--- src/rtl/y_diag_update_seq.sv ---
// Sequencer that drives the diagonal-update datapath's operand buses and selects, then returns y_new_diag.
// Optional macro YDC_NOP_BYPASS_EN: op 00 returns req_y_diag directly without touching the datapath.
module y_diag_update_seq #(
    parameter int WIDTH  = 48,
    parameter int IDX_W  = 8,
    parameter int DP_LAT = 2
) (
    input  logic             clock,
    input  logic             reset,
    // Handshakes: a transfer happens on a rising edge where valid & ready; valid holds its payload until then.
    input  logic             req_valid,
    output logic             req_ready,
    input  logic [1:0]       req_op,
    input  logic [IDX_W-1:0] req_idx,
    input  logic [WIDTH-1:0] req_y_diag,
    input  logic [WIDTH-1:0] req_y_old,
    input  logic [WIDTH-1:0] req_y_new,
    output logic [WIDTH-1:0] y_diag,
    output logic [WIDTH-1:0] y_old,
    output logic [WIDTH-1:0] y_new,
    output logic [1:0]       sel_old_or_new,
    output logic             sel_diag_or_sum,
    output logic             sel_mode_addsub,
    input  logic [WIDTH-1:0] y_new_diag,
    output logic             res_valid,
    input  logic             res_ready,
    output logic [IDX_W-1:0] res_idx,
    output logic [WIDTH-1:0] res_y_diag,
    output logic             busy,
    output logic [2:0]       o_dbg_state
);

    typedef enum logic [2:0] {
        S_IDLE = 3'd0,
        S_LOAD = 3'd1,
        S_P1   = 3'd2,
        S_P2   = 3'd3,
        S_WAIT = 3'd4,
        S_OUT  = 3'd5
    } state_t;

    localparam logic [1:0] OP_ADD    = 2'b01;
    localparam logic [1:0] OP_REMOVE = 2'b10;
    localparam logic [1:0] OP_CHANGE = 2'b11;
    localparam logic [3:0] CNT_LAST  = 4'(DP_LAT - 1);

    state_t           r_state;
    state_t           w_next;
    logic [3:0]       r_cnt;
    logic [1:0]       r_op;
    logic [IDX_W-1:0] r_idx;
    logic             w_accept;
    logic             w_bypass;
    logic             w_cnt_last;
    logic             w_wait_last;

    assign w_accept    = req_valid && (r_state == S_IDLE);
    assign w_cnt_last  = (r_cnt == CNT_LAST);
    // Only the two-pass change op needs the full settle time after P2; single-pass ops settled during P1.
    assign w_wait_last = (r_op != OP_CHANGE) || w_cnt_last;

`ifdef YDC_NOP_BYPASS_EN
    assign w_bypass = w_accept && (req_op == 2'b00);
`else
    assign w_bypass = 1'b0;
`endif

    assign req_ready   = (r_state == S_IDLE);
    assign busy        = (r_state != S_IDLE);
    assign res_valid   = (r_state == S_OUT);
    assign o_dbg_state = r_state;

    always_ff @(posedge clock) begin
        if (!reset) begin
            r_state <= S_IDLE;
            r_cnt   <= 4'd0;
        end else begin
            r_state <= w_next;
            r_cnt   <= (r_state != w_next) ? 4'd0 : r_cnt + 4'd1;
        end
    end

    always_comb begin
        w_next = r_state;
        case (r_state)
            S_IDLE: if (w_accept) w_next = w_bypass ? S_OUT : S_LOAD;
            S_LOAD: w_next = S_P1;
            S_P1:   if (w_cnt_last) w_next = (r_op == OP_CHANGE) ? S_P2 : S_WAIT;
            S_P2:   w_next = S_WAIT;
            S_WAIT: if (w_wait_last) w_next = S_OUT;
            S_OUT:  if (res_ready) w_next = S_IDLE;
            default: w_next = S_IDLE;
        endcase
    end

    // HOLD (add zero to feedback) everywhere except the two active passes.
    always_comb begin
        sel_old_or_new  = 2'b01;
        sel_diag_or_sum = 1'b1;
        sel_mode_addsub = 1'b0;
        case (r_state)
            S_P1: begin
                sel_diag_or_sum = 1'b0;
                case (r_op)
                    OP_REMOVE, OP_CHANGE: begin
                        sel_old_or_new  = 2'b11;
                        sel_mode_addsub = 1'b1;
                    end
                    OP_ADD:  sel_old_or_new = 2'b00;
                    default: sel_old_or_new = 2'b01;
                endcase
            end
            S_P2: begin
                sel_diag_or_sum = 1'b1;
                sel_old_or_new  = 2'b00;
                sel_mode_addsub = 1'b0;
            end
            default: ;
        endcase
    end

    always_ff @(posedge clock) begin
        if (!reset) begin
            y_diag     <= '0;
            y_old      <= '0;
            y_new      <= '0;
            r_op       <= 2'b00;
            r_idx      <= '0;
            res_y_diag <= '0;
            res_idx    <= '0;
        end else begin
            if (w_accept) begin
                y_diag <= req_y_diag;
                y_old  <= req_y_old;
                y_new  <= req_y_new;
                r_op   <= req_op;
                r_idx  <= req_idx;
            end
            if (w_bypass) begin
                res_y_diag <= req_y_diag;
                res_idx    <= req_idx;
            end else if ((r_state == S_WAIT) && w_wait_last) begin
                res_y_diag <= y_new_diag;
                res_idx    <= r_idx;
            end
        end
    end

endmodule

--- config.mk ---
export PLATFORM = sky130hd
export DESIGN_NAME = y_diag_update_seq
export DESIGN_NICKNAME = d
export VERILOG_FILES = /design/src/rtl/y_diag_update_seq.sv
export SDC_FILE = /design/constraint.sdc
export NUM_CORES = 1
export LEC_CHECK = 0
export ABC_CLOCK_PERIOD_IN_PS = 1630
export BUFFER_PORTS_ARGS = -buffer_cell sky130_fd_sc_hd__buf_2
export CAP_MARGIN = 20
export CELL_PAD_IN_SITES_DETAIL_PLACEMENT = 1
export CELL_PAD_IN_SITES_GLOBAL_PLACEMENT = 2
export CORE_MARGIN = 5
export CORE_UTILIZATION = 21
export CTS_BUF_LIST = sky130_fd_sc_hd__clkbuf_16
export DETAILED_ROUTE_END_ITERATION = 7
export GPL_ROUTABILITY_DRIVEN = 1
export GPL_TIMING_DRIVEN = 0
export PLACE_DENSITY_LB_ADDON = 0.1
export SYNTH_ARGS = -nofsm -noshare
export SYNTH_HDL_FRONTEND = slang
export SYNTH_SLANG_ARGS = --single-unit
--- constraint.sdc ---
create_clock -name clock -period 1.63 [get_ports clock]
set_clock_uncertainty 0.05 [all_clocks]
set_input_delay 0.326 -clock clock [delete_from_list [all_inputs] [get_ports clock]]
set_output_delay 0.326 -clock clock [all_outputs]
set_load 0.1 [all_outputs]
# Yosys cells after proc, flatten, opt, wreduce, memory -nomap -nowiden
# Cells that the tools add are included.
[totals]
reg_bits = 217
input_bits = 206
output_inout_bits = 210
word_cells = 40
[classes]
addsub = 1
n_eq_ne = 11
n_mux = 11
bitwise = 1
n_reduce_logical = 7
[ops]
columns = ["op", "count"]
rows = [
  ["3-bit case mux with 6 select lines", 1],
  ["3-bit two-way mux", 5],
  ["2-bit case mux with 2 select lines", 2],
  ["3-bit by 2-bit equality test with 1-bit output, second input constant", 2],
  ["3-bit equality test, second input constant", 2],
  ["4-bit by 1-bit adder with 4-bit output, second input constant", 1],
  ["2-bit equality test, second input constant", 2],
  ["4-bit by 1-bit equality test with 1-bit output, second input constant", 1],
  ["2-bit OR reduction", 2],
  ["3-bit by 1-bit equality test with 1-bit output, second input constant", 1],
  ["3-bit logical NOT", 1],
  ["1-bit two-way mux", 3],
  ["3-bit inequality test", 1],
  ["3-bit nonzero test", 1],
  ["2-bit by 1-bit equality test with 1-bit output, second input constant", 1],
  ["1-bit logical AND", 2],
  ["2-bit inequality test, second input constant", 1],
  ["1-bit logical OR", 1],
  ["1-bit NOT", 1],
]

# Depth between registers and ports, before layout
# Gate-level depths: netlist (run 1).
[depth]
ltp_word = 6
depth_mapped = 8
ltp_nobuf = 6

# Worst setup path before layout (run 1)
# OpenSTA, ideal clock, no wires.
[synth_path]
path_kind = "register to output"
start = "register r_state[0] (netlist: o_dbg_state[0])"
end = "output port sel_old_or_new[0]"
arrival_ns = 3.103
required_time_ns = 1.254
path_slack_ns = -1.849
stages_incl_launch_ff = 3
n_path_buf = 1
cell_sequence = "dfxtp_1 buf_4 o21ai_0"
[synth_between]
elab_chain_len = 2
word_cells_on_any_way = 3
classes_between = "eq/ne: 2; mux: 1"
[synth_lines]
columns = ["item", "line_no", "rtl"]
rows = [
  ["from (decl)", "47", "state_t r_state;"],
  ["from (signal assigned)", "78", "r_state <= w_next;"],
  ["3-bit by 2-bit equality test with 1-bit output", "101", "case (r_state)"],
  ["2-bit case mux with 2 select lines (*)", "101", ""],
  ["to (decl)", "21", "output logic [1:0] sel_old_or_new,"],
]
# Mark *: on every way between the ends. The rest lies on a longest branch, timed or not.

# Worst setup path in the final report (run 1)
[layout_path]
start = "register r_state[0] (netlist: o_dbg_state[0])"
end = "output port busy"
[layout_between]
elab_chain_len = 1
[layout_lines]
columns = ["item", "line_no", "rtl"]
rows = [
  ["3-bit nonzero test", "69", "assign busy = (r_state != S_IDLE);"],
  ["to (decl)", "29", "output logic busy,"],
]
# No other way between the ends.

==> flow_summary.json, run 1 <==
{
  "synth_cells": 969,
  "ir_worst_vdd_uv": 715,
  "pwr-share-clk_pct": 33.7,
  "pwr-share-seq_pct": 31.5,
  "combPwrFrac_pct": 34.8,
  "n_fill_cell": 4262,
  "cap_violations": 0,
  "die_w_um": 203,
  "io_buffers": 414,
  "ys_warn_count": 0,
  "hold_violations": 0,
  "layout.nets": 1883,
  "clk_pin_slew_worst_paths_ns": 0.06,
  "use_met1_pct": 21.5,
  "required_ns": 1.25,
  "pin_count": 416,
  "status": "complete, but fails checks",
  "critical-path-max-stage-delay_ns": 0.35,
  "cp-start-kind": "register",
  "whs_ns": 0.0377,
  "synth_fp_nets": 1177,
  "cts-buffers-inserted": 28,
  "grt_pass1_wl_mm": 58.5,
  "totalWireLength_mm": 38.3,
  "insertion_delay_ns": 0.53,
  "vias_per_cell": 4.27,
  "grt_pass1_vias": 10091,
  "ys_seq_elements": 217,
  "mostFrequentLayoutCells": "nand2_1, buf_4, dfxtp_1",
  "worstPathCellList": "buf_8 -> nor3_4 -> buf_12 -> clkinvlp_4 -> buf_12",
  "cp_slowest_cell": "dfxtp_4",
  "die_h_um": 203,
  "path_class": "register to primary output",
  "netlist_area_um2": 7800,
  "die-area_um2": 41100,
  "grt_max_degree": 14,
  "powerDensity_nw_per_um2": 1180,
  "setup_viol": 166,
  "grt_setup_unrepaired": "true",
  "antenna_found_initial": 2,
  "power.leakage_uw": 0.00701,
  "finalCoreUtilization_pct": 43.6,
  "post-route-min-period_ns": 2.01,
  "drt_iter0_drc": 137,
  "crit_arrival_ns": 1.64,
  "ant_nets": 0,
  "seq_area_frac_synth_pct": 55.7,
  "max_slew_margin_pct": 57.3,
  "hpwl_mm": 26.0,
  "cp_max_fo": 4,
  "worst_pin_slew_ns": 0.641,
  "synth_area_per_cell_um2": 8.05,
  "grt_use_total_pct": 17.7,
  "dr.pass1.iters": 4,
  "cts_root_buffer": "clkbuf_16",
  "vias": 9239,
  "grt-busiest-layer": "met2",
  "total_power_uw": 18900,
  "final_common_cell": "nand2_1",
  "htreeDepth": 1,
  "drive_gt1_share_pct": 41.5,
  "cts_tree": "built",
  "p_switching_uw": 6940,
  "finalCritPeriodShare_pct": 124,
  "timing.fmax_mhz": 497,
  "swShare_pct": 36.8,
  "maxSlewViolCount": 0,
  "setup_slack_ns": -0.383,
  "tns_ns": -41.30,
  "grtUsageMet3_pct": 5.14,
  "cts_buffer_depth": 3,
  "drcViolationCount": 0,
  "ys_types": 36,
  "overflow": 0,
  "place_congestion": 0.744,
  "cts.sinks": 217,
  "start_util_pct": 21.3,
  "internal-power_uw": 11900,
  "wl_per_cell_um": 17.7,
  "grtUsageMet2_pct": 31.0,
  "violations": "negative setup slack",
  "coreArea_um2": 36600,
  "crit_path_end_kind": "primary output",
  "hold_path_class": "primary input to register",
  "area_growth_pct": 105,
  "path_common_cell": "buf_12",
  "row_count": 70
}
synthesized netlist by cell type:
library cell | n | area share [%]
o21ai_2 | 1 | 0.11
xnor2_1 | 1 | 0.11
o21ai_0 | 56 | 3.6
nor3_1 | 1 | 0.064
buf_6 | 13 | 1.9
nor3b_2 | 1 | 0.16
nand2_2 | 1 | 0.080
nor4bb_1 | 2 | 0.26
a31oi_1 | 1 | 0.080
buf_1 | 6 | 0.29
xor2_1 | 1 | 0.11
and2_1 | 1 | 0.080
ha_1 | 2 | 0.32
nor4b_4 | 1 | 0.30
nand4_1 | 1 | 0.080
nand2b_1 | 1 | 0.080
nor2_1 | 6 | 0.29
nor3_4 | 1 | 0.21
o211ai_2 | 1 | 0.16
buf_2 | 16 | 1.0
o21ai_1 | 1 | 0.064
buf_4 | 7 | 0.67
nand2_1 | 367 | 18
a211o_1 | 1 | 0.11
a41oi_1 | 1 | 0.11
nand3_1 | 57 | 3.7
dfxtp_1 | 217 | 56
nor3b_1 | 1 | 0.096
and3_1 | 2 | 0.16
inv_1 | 3 | 0.14
clkbuf_1 | 36 | 1.7
o21ba_2 | 1 | 0.13
nor2b_1 | 2 | 0.16
mux2i_1 | 1 | 0.13
a21oi_1 | 157 | 10
and3b_1 | 1 | 0.11
state kept, by name (all words and copies together) (netlist names):
register / count
o_dbg_state: 3
res_y_diag: 48
y_old: 48
r_cnt: 4
r_idx: 8
y_new: 48
res_idx: 8
r_op: 2
y_diag: 48
final timing paths:
path | from | cells past startpoint | endpoint | slack, ns
max | o_dbg_state[0] | 5 | busy | -0.38
min | res_ready | 4 | o_dbg_state[2] | 0.04
min reg2reg | y_old[17] | 2 | y_old[17] | 0.40
max reg2reg | o_dbg_state[0] | 11 | y_diag[23] | -0.34
per-stage QoR:
| stage | setup slack, ns | instance area (um2) | std cells |
|---|---|---|---|
| after detailed placement | -0.736 | 10600 | 1851 |
| final | -0.383 | 16000 | 2166 |
| after global placement | -0.643 | 10600 | 1851 |
| after CTS | -0.396 | 15500 | 2156 |
| after global routing | -0.469 | 16000 | 2164 |
| after floorplan | -1.11 | 7890 | 969 |
worst max-delay path, delay by kind of cell (launching register included):
family / cells / cell delay [ns]
flops: 1 / 0.35
simple gates: 1 / 0.22
buf+inv: 4 / 0.54
metal layers:
layer | share of wire [%] | vias to the layer above | wire (um)
met5 | 0 | - | 0
met4 | 2.1 | 0 | 809
met3 | 6.3 | 40 | 2410
met2 | 49 | 252 | 18700
met1 | 43 | 4335 | 16300
li1 | - | 4612 | -
cell families (layout without fill, tap and decap cells):
kind of cell,after synthesis,count (layout),synth area share (%)
xor gates and xnor gates,2,2,0.225
AOI/OAI and AO/OA,220,220,14.4
adders and majority gates,2,2,0.321
buffers and inverters,81,806,5.74
DFF,217,217,55.7
muxes,1,1,0.128
and+or+nand+nor,446,447,23.5
other,0,3,0
layout make-up:
| cell class | count | area, um2 | area share (%) |
|---|---|---|---|
| sequential | 217 | 4360 | 27.3 |
| clock buffer | 30 | 751 | 4.70 |
| buffer | 77 | 840 | 5.26 |
| clock inverter | 20 | 191 | 1.20 |
| inverter | 3 | 15.0 | 0.0941 |
| antenna | 3 | 7.51 | 0.0470 |
| timing repair buffer | 676 | 5740 | 36.0 |
| tap | 468 | 586 | 3.67 |
| multi-input combinational | 672 | 3470 | 21.7 |
power by group through the flow:
| stage | clock network (uW) | registers, uW | logic [uW] |
|---|---|---|---|
| floorplan | 0 | 8470 | 1230 |
| global placement | 0 | 5980 | 4810 |
| detailed placement | 0 | 5990 | 4820 |
| CTS | 6610 | 5930 | 6480 |
| global route | 6790 | 5990 | 6910 |
| finish | 6360 | 5940 | 6560 |
repair_timing:
item	in CTS	in global routing
pin swaps	12	18
buffers inserted	35	5
hold buffers	201	0
gates cloned	21	6
endpoints found under the setup margin	422	242
resized for setup	430	105
hold endpoints to repair	201	0
Note: power is estimated with default switching activity, not from simulation.
==> inputs of run 2 (changes only) <==
- ABC_CLOCK_PERIOD_IN_PS: 1630 -> 1900
- CORE_UTILIZATION: 21 -> 23
- clock period: 1.63 -> 1.9 ns (I/O delays scaled with it)
==> flow_summary.json, run 2 (same netlist as run 1, synthesis figures left out) <==
{
  "cts-buffers-inserted": 28,
  "drcViolationCount": 0,
  "htreeDepth": 1,
  "setup_slack_ns": -0.0317,
  "hpwl_mm": 25.4,
  "mostFrequentLayoutCells": "buf_2, nand2_1, dfxtp_1",
  "cts_tree": "built",
  "setup_viol": 3,
  "timing.fmax_mhz": 518,
  "place_congestion": 0.736,
  "crit_arrival_ns": 1.50,
  "cap_violations": 0,
  "overflow": 0,
  "grt_max_degree": 15,
  "drive_gt1_share_pct": 35.5,
  "power.leakage_uw": 0.00566,
  "layout.nets": 1685,
  "dr.pass1.iters": 4,
  "hold_path_class": "primary input to register",
  "cp-start-kind": "register",
  "ff2ff_setup_slack_ns": 0.14,
  "path_class": "register to primary output",
  "worst_pin_slew_ns": 0.769,
  "cts_root_buffer": "clkbuf_16",
  "wl_per_cell_um": 17.2,
  "io_buffers": 414,
  "vias_per_cell": 4.30,
  "grt_pass1_wl_mm": 51.2,
  "start_util_pct": 23.3,
  "grt_use_total_pct": 16.7,
  "post-route-min-period_ns": 1.93,
  "max_slew_margin_pct": 48.7,
  "powerDensity_nw_per_um2": 1180,
  "totalWireLength_mm": 33.5,
  "die_h_um": 194,
  "final_common_cell": "buf_2",
  "finalCritPeriodShare_pct": 102,
  "pin_count": 416,
  "cts_buffer_depth": 3,
  "coreArea_um2": 33500,
  "area_growth_pct": 56.4,
  "total_power_uw": 14400,
  "placed_area_um2": 10500,
  "grt_setup_unrepaired": "true",
  "ir_worst_vdd_uv": 664,
  "insertion_delay_ns": 0.54,
  "clk_pin_slew_worst_paths_ns": 0.06,
  "violations": "negative setup slack",
  "maxSlewViolCount": 0,
  "grt_pass1_vias": 8667,
  "cts.sinks": 217,
  "required_ns": 1.47,
  "die-area_um2": 37700,
  "cp_max_fo": 6,
  "fin_area_um2": 12200,
  "ant_nets": 0,
  "die_w_um": 194,
  "finalCoreUtilization_pct": 36.4,
  "crit_path_end_kind": "primary output",
  "vias": 8376,
  "tns_ns": -0.0812,
  "antenna_found_initial": 5,
  "row_count": 67,
  "status": "complete, but fails checks",
  "drt_iter0_drc": 216,
  "hold_violations": 0
}
run 2: changes by cell type in the layout (fill, tap and decap cells not counted), sizes merged:
cell / change
buf: -40
bufbuf: -3
bufinv: -1
clkbuf: -5
clkinv: +4
clkinvlp: -1
dlygate4sd3: -151
nand2: -1
run 2: final timing paths:
kind,start,to,depth (start not counted)
setup / recovery,o_dbg_state[2],sel_mode_addsub,3
hold / removal,req_y_new[46],y_new[46],3
setup reg to reg,o_dbg_state[2],y_old[6],8
hold reg to reg,y_diag[9],y_diag[9],2
run 2: layout make-up:
cell class | instances | area, um2
fillers | 4125 | 21300
clock buffers | 28 | 701
multi-input cells | 671 | 3070
repair buffers | 480 | 2780
inverters | 3 | 15.0
diodes | 3 | 7.51
flip-flops and latches | 217 | 4360
plain buffers | 76 | 526
well taps | 448 | 561
clock inverters | 22 | 188
run 2: report_power, final:
part	switching, uW	internal [uW]	leakage [uW]
registers	171	4880	0.00178
clock network	2030	3070	0.000448
logic	3320	956	0.00343
total	5520	8900	0.00566
run 2: through the flow:
stage	hold WS (ns)	std cells	setup WS, ns
2_1_floorplan	0.379	969	-0.892
3_3_place_gp	0.386	1831	-0.400
3_5_place_dp	0.393	1831	-0.430
4_1_cts	0.000212	1941	-0.0682
5_1_grt	0.0110	1947	-0.0825
6_report	0.0286	1948	-0.0317
run 2: routing by layer:
layer / global-route usage [%] / share of wire, %
met5: 0 / 0.063
met2: 29.1 / 49
met3: 5.61 / 7.3
met1: 20.0 / 42
met4: 3.85 / 2.3
run 2: critical path, cell delays in order (launching register included):
cell and delay [ns]:
dfxtp_4 0.38, nor2_4 0.18, and3_4 0.23, buf_12 0.17
run 2: what timing repair did:
action / 4_1_cts / 5_1_grt
setup endpoints to repair: 184 / 181
hold endpoints to repair: 50 / 0
hold buffers: 50 / 0
pin swaps: 5 / 2
gates resized for setup: 41 / 20
setup buffers: 12 / 4
gates cloned: 0 / 0
